==> config.mk <==
export PLATFORM = sky130hd
export DESIGN_NAME = expr_eval
export DESIGN_NICKNAME = d
export VERILOG_FILES = /design/src/rtl/expr_pkg.sv /design/src/rtl/term_acc.sv /design/src/rtl/expr_eval.sv
export SDC_FILE = /design/constraint.sdc
export NUM_CORES = 1
export LEC_CHECK = 0
export CORE_UTILIZATION = 50
export DETAILED_ROUTE_END_ITERATION = 16
export PLACE_DENSITY = 0.69
export SLEW_MARGIN = 20
export SYNTH_ARGS = -nofsm -noshare
export SYNTH_HDL_FRONTEND = slang
export SYNTH_SLANG_ARGS = --single-unit
==> constraint.sdc <==
create_clock -name clk -period 10.92 [get_ports clk]
set_input_delay 3.276 -clock clk [delete_from_list [all_inputs] [get_ports clk]]
set_output_delay 3.276 -clock clk [all_outputs]
set_load 0.005 [all_outputs]
==> src/rtl/expr_pkg.sv <==
// rtl/expr_pkg.sv - shared ASCII constants, character classifiers and evaluator state encoding
//
// Imported by the expression evaluator (and by the legality checker that runs alongside it).
// Contents:
//   CH_*            ASCII codes of the characters the grammar uses
//   is_digit/is_op  character class tests
//   eval_state_e    3-bit evaluator state encoding
package expr_pkg;

    localparam logic [7:0] CH_0   = 8'h30;
    localparam logic [7:0] CH_9   = 8'h39;
    localparam logic [7:0] CH_ADD = 8'h2B;
    localparam logic [7:0] CH_MUL = 8'h2A;
    localparam logic [7:0] CH_LP  = 8'h28;
    localparam logic [7:0] CH_RP  = 8'h29;

    typedef enum logic [2:0] {
        O_OPND = 3'd0,  // outside parens, expecting an operand or '('
        O_OPR  = 3'd1,  // outside parens, expecting an operator
        I_OPND = 3'd2,  // inside parens, expecting an operand
        I_OPR  = 3'd3,  // inside parens, expecting an operator or ')'
        ERR    = 3'd4   // sticky syntax error
    } eval_state_e;

    function automatic logic is_digit(input logic [7:0] c);
        return (c >= CH_0) && (c <= CH_9);
    endfunction

    function automatic logic is_op(input logic [7:0] c);
        return (c == CH_ADD) || (c == CH_MUL);
    endfunction

endpackage

==> src/rtl/term_acc.sv <==
// rtl/term_acc.sv - sum-of-products term accumulator
//
// Holds a running sum, the product currently being built and a pending-multiply flag.
// Ports:
//   clk        rising-edge clock
//   clr        synchronous active-high reset (highest priority)
//   clear      synchronous clear of all state (used when a '(' opens)
//   opnd_en    apply operand: prod = mul ? prod*opnd : opnd; mul = 0
//   opnd       operand value, W bits
//   op_en      apply operator: '*' sets mul; '+' folds prod into sum
//   op_is_mul  selects '*' (1) or '+' (0) for op_en
//   sum, prod  registered accumulator contents
//   total      sum + prod (value of the term sequence so far)
module term_acc #(
    parameter int unsigned W = 16
) (
    input  logic         clk,
    input  logic         clr,
    input  logic         clear,
    input  logic         opnd_en,
    input  logic [W-1:0] opnd,
    input  logic         op_en,
    input  logic         op_is_mul,
    output logic [W-1:0] sum,
    output logic [W-1:0] prod,
    output logic [W-1:0] total
);

    logic [W-1:0] sum_q, sum_d;
    logic [W-1:0] prod_q, prod_d;
    logic         mul_q, mul_d;

    always_comb begin
        sum_d  = sum_q;
        prod_d = prod_q;
        mul_d  = mul_q;
        if (clear) begin
            sum_d  = '0;
            prod_d = '0;
            mul_d  = 1'b0;
        end else if (opnd_en) begin
            // Product truncates to W bits; overflow wraps silently.
            prod_d = mul_q ? prod_q * opnd : opnd;
            mul_d  = 1'b0;
        end else if (op_en) begin
            if (op_is_mul) begin
                mul_d = 1'b1;
            end else begin
                sum_d  = sum_q + prod_q;
                prod_d = '0;
                mul_d  = 1'b0;
            end
        end
    end

    always_ff @(posedge clk) begin
        if (clr) begin
            sum_q  <= '0;
            prod_q <= '0;
            mul_q  <= 1'b0;
        end else begin
            sum_q  <= sum_d;
            prod_q <= prod_d;
            mul_q  <= mul_d;
        end
    end

    assign sum   = sum_q;
    assign prod  = prod_q;
    assign total = sum_q + prod_q;

endmodule

==> src/rtl/expr_eval.sv <==
// rtl/expr_eval.sv - streaming arithmetic evaluator for single-digit '+'/'*' expressions
//
// Consumes one ASCII character per cycle with in_valid=1 and tracks the value of the
// consumed prefix. '*' binds tighter than '+'; one level of parentheses is allowed.
// Ports:
//   clk        rising-edge clock
//   clr        synchronous active-high reset; also restarts between expressions
//   in         ASCII character
//   in_valid   character qualifier; registers hold when 0
//   expr_ok    legality bit from the companion checker for the same prefix
//   value      outer sum + outer product of the consumed prefix (W bits, wraps)
//   res_valid  expr_ok & ~err & complete expression (state O_OPR)
//   err        sticky syntax error, cleared only by clr
module expr_eval
    import expr_pkg::*;
#(
    parameter int unsigned W = 16
) (
    input  logic         clk,
    input  logic         clr,
    input  logic [7:0]   in,
    input  logic         in_valid,
    input  logic         expr_ok,
    output logic [W-1:0] value,
    output logic         res_valid,
    output logic         err
);

    eval_state_e state_q, state_d;
    logic        err_q, err_d;

    logic         ch_digit;
    logic         ch_op;
    logic         ch_is_mul;
    logic [W-1:0] digit_w;

    logic         o_opnd_en, o_op_en;
    logic [W-1:0] o_opnd;
    logic         i_clear, i_opnd_en, i_op_en;

    logic [W-1:0] o_sum, o_prod, o_total;
    logic [W-1:0] i_sum, i_prod, i_total;
    logic         unused_terms;

    assign ch_digit  = is_digit(in);
    assign ch_op     = is_op(in);
    assign ch_is_mul = (in == CH_MUL);
    // ASCII '0'..'9' are 0x30..0x39, so the low nibble is already the digit value.
    assign digit_w   = {{(W-4){1'b0}}, in[3:0]};

    // The outer accumulator receives either a digit or the closed parenthesised group.
    assign o_opnd = (state_q == I_OPR) ? i_total : digit_w;

    always_comb begin
        state_d   = state_q;
        o_opnd_en = 1'b0;
        o_op_en   = 1'b0;
        i_clear   = 1'b0;
        i_opnd_en = 1'b0;
        i_op_en   = 1'b0;
        if (in_valid) begin
            case (state_q)
                O_OPND: begin
                    if (ch_digit) begin
                        o_opnd_en = 1'b1;
                        state_d   = O_OPR;
                    end else if (in == CH_LP) begin
                        i_clear = 1'b1;
                        state_d = I_OPND;
                    end else begin
                        state_d = ERR;
                    end
                end
                O_OPR: begin
                    if (ch_op) begin
                        o_op_en = 1'b1;
                        state_d = O_OPND;
                    end else begin
                        state_d = ERR;
                    end
                end
                I_OPND: begin
                    if (ch_digit) begin
                        i_opnd_en = 1'b1;
                        state_d   = I_OPR;
                    end else begin
                        state_d = ERR;
                    end
                end
                I_OPR: begin
                    if (ch_op) begin
                        i_op_en = 1'b1;
                        state_d = I_OPND;
                    end else if (in == CH_RP) begin
                        o_opnd_en = 1'b1;
                        state_d   = O_OPR;
                    end else begin
                        state_d = ERR;
                    end
                end
                ERR:     state_d = ERR;
                default: state_d = ERR;
            endcase
        end
        err_d = (state_d == ERR);
    end

    always_ff @(posedge clk) begin
        if (clr) begin
            state_q <= O_OPND;
            err_q   <= 1'b0;
        end else begin
            state_q <= state_d;
            err_q   <= err_d;
        end
    end

    term_acc #(.W(W)) u_outer (
        .clk       (clk),
        .clr       (clr),
        .clear     (1'b0),
        .opnd_en   (o_opnd_en),
        .opnd      (o_opnd),
        .op_en     (o_op_en),
        .op_is_mul (ch_is_mul),
        .sum       (o_sum),
        .prod      (o_prod),
        .total     (o_total)
    );

    term_acc #(.W(W)) u_inner (
        .clk       (clk),
        .clr       (clr),
        .clear     (i_clear),
        .opnd_en   (i_opnd_en),
        .opnd      (digit_w),
        .op_en     (i_op_en),
        .op_is_mul (ch_is_mul),
        .sum       (i_sum),
        .prod      (i_prod),
        .total     (i_total)
    );

    // Only the totals are needed here; the split sum/prod views are left unobserved.
    assign unused_terms = ^{o_sum, o_prod, i_sum, i_prod};

    assign value     = o_total;
    assign err       = err_q;
    assign res_valid = expr_ok & ~err_q & (state_q == O_OPR);

endmodule

After elaboration in Yosys (flattened, before gate mapping)
Index checks and enable logic that the tools add are counted.
W data, S select, Z words.
- flip-flop bits (word level): 70
- latch bits: 0
- RAM bits: 0
- bits in read-only memories: 0
- input port bits: 12
- logic and storage cells: 75
- memories kept: 0
- add/subtract/negate cells: 2
- multipliers: 2
- div/mod/pow operators: 0
- $lt $le $gt $ge: 2
- equal/unequal tests: 10
- shift-type cells: 0
- multiplexer cells: 33
- bitwise gates (word level): 6
- reductions and logical operators: 12
- operator list (cell ; count):
    $mux W16 ; 8
    $add A16 B16 Y16 ; 2
    $eq A8 B6 Y1 const B ; 4
    $mux W3 ; 7
    $mul A16 B16 Y16 ; 1
    $mul A16 B4 Y16 ; 1
    $mux W1 ; 16
    $pmux W3 S4 ; 1
    $ge A8 B6 Y1 const B ; 1
    $le A8 B6 Y1 const B ; 1
    $eq A3 B2 Y1 const B ; 2
    $reduce_and A3 Y1 ; 2
    $ne A2 B1 Y1 const B ; 2
    $not A1 Y1 ; 4
    $reduce_and A2 Y1 ; 2
    $reduce_bool A2 Y1 ; 2
    $reduce_or A2 Y1 ; 2
    $eq A3 B1 Y1 const B ; 1
    $eq A3 B3 Y1 const B ; 1
    $logic_not A3 Y1 ; 1
    $reduce_or A3 Y1 ; 1
    $and A1 B1 Y1 ; 2
    $pmux W1 S2 ; 1
    $logic_and A1 B1 Y1 ; 1
    $logic_or A1 B1 Y1 ; 1

Longest topological paths before layout
- depth in word-level cells: 7
- mapped depth: 31
- depth with buffers taken out: 30

By module
From an unflattened synthesis, not the netlist that was laid out.
- cell total of the unflattened synthesis: 1472
- area total of the unflattened synthesis: 12293.0 sq um
- by module, submodules not included (module ; times used ; cells an instance ; area an instance (sq um)):
    term_acc at u_inner ; 1 ; 704 ; 5915.7
    term_acc at u_outer ; 1 ; 705 ; 5884.4
    expr_eval ; 1 ; 63 ; 493.0

Worst setup path before layout
OpenSTA, ideal clock, no wires.
- path type: input -> register
- start point: input port in[1]
- end point: register u_outer.prod_q[15], in the netlist u_outer.prod[15]
- arrival time: 9.202 ns
- slack: 1.596 ns
- cell stages on the path: 24
- path through: mux2_2 -> clkbuf_1 -> and2_1 -> fa_1 -> inv_1 -> fa_1 -> inv_1 -> fa_1 -> fa_1 -> inv_1 -> fa_1 -> fa_1 -> xnor2_1 -> xnor2_1 -> xnor2_1 -> xnor2_1 -> xnor2_1 -> xnor2_1 -> xnor2_2 -> xnor3_1 -> xnor2_1 -> xnor3_1 -> a21o_1 -> a221o_1
- word-level cells in the longest chain between the ends: 7
- elaborated cells on any way between the ends: 22
- classes of those cells: mul: 1; order compare: 2; eq/ne: 4; mux: 11; reduce/logical: 4
- RTL lines (item ; RTL line ; source):
    start, declared ; expr_eval.sv:21 ; input logic [7:0] in,
    parallel branches: the longest is 7 deep, another holds $mul A16 B16 Y16 ; - ;
    end signal, assigned ; term_acc.sv:63 ; prod_q <= prod_d;
    end, declared ; term_acc.sv:30 ; logic [W-1:0] prod_q, prod_d;
Several ways; the timed one is not identified.
A chain may end at the register's enable or synchronous reset.

Final worst setup path
- start point: input port in[2]
- end point: register u_outer.prod_q[15], in the netlist u_outer.prod[15]
Same word-level chain as after synthesis.

==> impl_results.md <==
- Hold_sp: u_outer.sum[2]
- Core Area: between 0.015 and 0.02 mm^2
- Pwr Density: 58.7 mW/mm^2
- Slew headroom: about a quarter
- Die Y: about 140 um
- Slowest-stage cell, CP: clkdlybuf4s50_1
- H-tree levels: 3
- Post-synth EDFFs: 0
- Slew @ Worst Pin: 1.11 ns
- Drt wl/cell: approximately 16 um
- GRT Total Usage: about 25%
- Fmax achieved: around 100 MHz
- Residual DRC count: 0
- Setup bufs post-CTS: 0
- CP most frequent cell: xnor2_1
- Power after layout: roughly 0.60 mW
- Total of max-cap violations: 0
- CP required: between 10 and 15 ns
- FF-to-FF setup slack: ~2.4 ns
- DP HPWL: 17.8 mm
- DR vias: 7,834
- Clock-pin transition on the worst setup and hold timing paths: 0.06 ns
- WHS Path Cells: 2
- Setup Total Neg Slack: 0 ns
- Crit share post-route: roughly nine tenths
- CP Max Fanout: 12
- Setup Crit Path Kind: in -> reg
- Sequential Power Share: between 40 and 50%
- Ys async rst share: 0%
- Antenna diodes: 0
- # fillers: 1,746
- CP peak stage delay: approximately 0.73 ns
- Mapped Area: ~0.0095 mm^2
- Hold crit path type: reg -> reg
- DR pass1 iterations: 5
- Routed wire length: 23.2 mm
- Synth top area share: a little under a quarter
- First-pass GRT wire length: around 39 mm
- Post-Syn Instances: approximately 1,200
- Hold Buf Count CTS: 0
- Largest area contributor in the netlist: fa_1
- RD Place Congestion: around 0.86
- Final setup fails: 0
- Count of pins over their slew limit: 0
- Clk_lat worst skew: around 0.36 ns
- Area contributors post-synth: fa_1 23%, dfxtp_1 15%, ha_1 13%
- Status: completed
- Clock buffer depth: 2
- Number of global-route vias before repair: around 7,600
- PortBufs: 29
- CP arrival: about 10 ns
- Internal Power: 0.451 mW
- Synth Register Bits: 70
- Vias/cell: 5.56
- Share of cells above drive strength 1: under 10%
- Hold Fails Final Rpt: 0
- Total CTS buffers: 9
- RSZ-0062 raised after global routing: false
- Synth Flop Type: dfxtp_1
- DRT iter0 DRCs: approximately 620
- DIE AREA: between 0.015 and 0.02 mm^2
- CTS resizes: 0
- Largest net degree at the start of global routing: 29
- Syn. warnings: 0
- Length in cells of the worst reg-to-reg path: 27
- Nets: between 1,000 and 1,500
- IO Count: 30
- Hold Crit Endpoint: u_outer.sum[2]
- Reg-to-reg startpoint: u_inner.prod[2]
- Switch Pwr: roughly 0.15 mW
- Std-Cell Rows: 49
- CTS sink count: 70
- Antenna viol nets, final: 0
- Worst Setup End Kind: flop
- Clk root buf: clkbuf_16
- CTS tree: yes
- Critical path startpoint category: input port
- Initial core utilization: between 50% and 60%
- Antenna violations before repair: 0
- Max IR drop VDD: 49.1 uV
- Gate power share: ~4.8%
- Worst r2r dst: u_outer.prod[15]
- Count of cell types in the netlist: 59
- Post-synth net total: between 1,000 and 1,500
- Clock Skews: approximately 0.012 ns
- Clock network power share: between 50% and 60%
- Seq/Total Area, Yosys: 14.8%
- Mean Syn Cell Area: 8.08 um^2
- Chip width: approximately 140 um
- Grt total ovfl: 0
- Switching share of total power: 25.2%
- Area delta synth->final: 8.39%
- Minimum clock period: ~9.9 ns
- Leak: 4.79 nW
kinds of logic after synthesis:
logic type | synth area share, %
AND/OR/NAND/NOR | 20.9
buffers and inverters | 8.45
adder cells (fa/ha/maj) | 35.2
AO/OA/AOI/OAI | 11.9
XOR/XNOR | 7.30
flip-flops | 14.8
multiplexers | 1.48
critical path: cells and delay by family:
| family | cells | cell delay, ns |
|---|---|---|
| xor gates and xnor gates | 10 | 1.97 |
| AOI/OAI and AO/OA | 3 | 0.78 |
| and+or+nand+nor | 2 | 0.25 |
| buffers and inverters | 4 | 1.07 |
| adders and majority gates | 6 | 2.84 |
state kept, by name, indices dropped and copies added, names as in the netlist:
register and count:
u_inner.sum 16, u_inner.prod 16, err 1, u_inner.mul_q 1, state_q 3, u_outer.prod 16
u_outer.mul_q 1, u_outer.sum 16
synth_stat cells (3+ instances only):
| cell | count |
|---|---|
| a21oi_1 | 69 |
| xor2_1 | 12 |
| a211oi_1 | 5 |
| ha_1 | 95 |
| o21a_1 | 4 |
| inv_1 | 161 |
| nor2_1 | 68 |
| o21ai_0 | 49 |
| and3_1 | 22 |
| or3_1 | 7 |
| and2b_1 | 4 |
| mux2i_1 | 8 |
| o21bai_1 | 5 |
| nor4_1 | 4 |
| dfxtp_1 | 70 |
| and2_1 | 64 |
| nor2b_1 | 10 |
| a22o_1 | 3 |
| nand3_1 | 8 |
| a21o_1 | 10 |
| buf_1 | 4 |
| nor3_1 | 22 |
| clkbuf_1 | 43 |
| xnor2_1 | 52 |
| a31oi_1 | 8 |
| xnor3_1 | 4 |
| nand2b_1 | 7 |
| a21boi_0 | 9 |
| nand2_1 | 189 |
| mux2_2 | 4 |
| o31ai_1 | 7 |
| fa_1 | 107 |
layout make-up:
| class | count | area [um^2] | area share (%) |
|---|---|---|---|
| Clock buffer | 10 | 239 | 2.33 |
| Sequential cell | 70 | 1400 | 13.7 |
| Tap cell | 229 | 287 | 2.79 |
| Inverter | 163 | 612 | 5.96 |
| Clock inverter | 6 | 67.6 | 0.659 |
| Multi-Input combinational cell | 890 | 7280 | 71.0 |
| Timing Repair Buffer | 40 | 373 | 3.63 |
power groups by stage:
stage	Sequential [mW]	Combinational, mW	Clock [mW]
floorplan	0.262	0.0155	0
global placement	0.263	0.0283	0
detailed placement	0.263	0.0286	0
CTS	0.257	0.0287	0.318
global route	0.257	0.0311	0.327
finish	0.257	0.0290	0.316
metrics by stage:
stage | std cells | utilization, % | instance area, um^2 | setup slack [ns] | hold WS, ns
finish | 1408 | 56.2 | 10300 | 0.975 | 0.457
global route | 1408 | 56.2 | 10300 | 0.667 | 0.477
CTS | 1408 | 56.2 | 10300 | 0.958 | 0.460
detailed placement | 1392 | 54.5 | 9950 | 0.606 | 0.450
global placement | 1392 | 54.4 | 9950 | 0.774 | 0.445
floorplan | 1171 | - | 9470 | 1.60 | 0.436
placed cells by master (no fill, tap or decap), drive strengths merged, types with 4 or more instances in the layout:
master,instances
and2,65
clkbuf,10
nand3,8
o21ai,49
a21oi,69
and3,22
fa,107
nor4,4
o21a,4
nor2b,10
xor2,12
mux2,5
ha,95
and2b,4
nor2,68
dfxtp,70
clkdlybuf4s50,29
a21boi,9
xnor2,53
a21o,10
or3,7
a211oi,5
mux2i,8
nand2b,7
inv,163
nor3,22
buf,11
a2111oi,4
o31ai,7
nand2,189
a31oi,8
xnor3,4
o21bai,5
worst max path at each step:
stage | from | endpoint | slack (ns) | cells after the start
after floorplan | in[1] | u_outer.prod[15] | 1.60 | 24
after global placement | in[2] | u_outer.prod[15] | 0.77 | 25
after detailed placement | in[2] | u_outer.prod[15] | 0.61 | 25
after CTS | in[2] | u_outer.prod[15] | 0.96 | 25
after global routing | in[2] | u_outer.prod[15] | 0.67 | 25
final | in[2] | u_outer.prod[15] | 0.97 | 25
routing by layer:
metal / vias to the layer above / wire length [um] / track usage [%] / share of wire, %
met5: - / 0 / 0 / 0
met4: 0 / 550 / 8.39 / 2.4
met2: 231 / 10200 / 39.7 / 44
met1: 3775 / 11000 / 36.3 / 47
li1: 3789 / - / - / -
met3: 39 / 1460 / 2.72 / 6.3
Note: power is estimated with default switching activity, not from simulation.
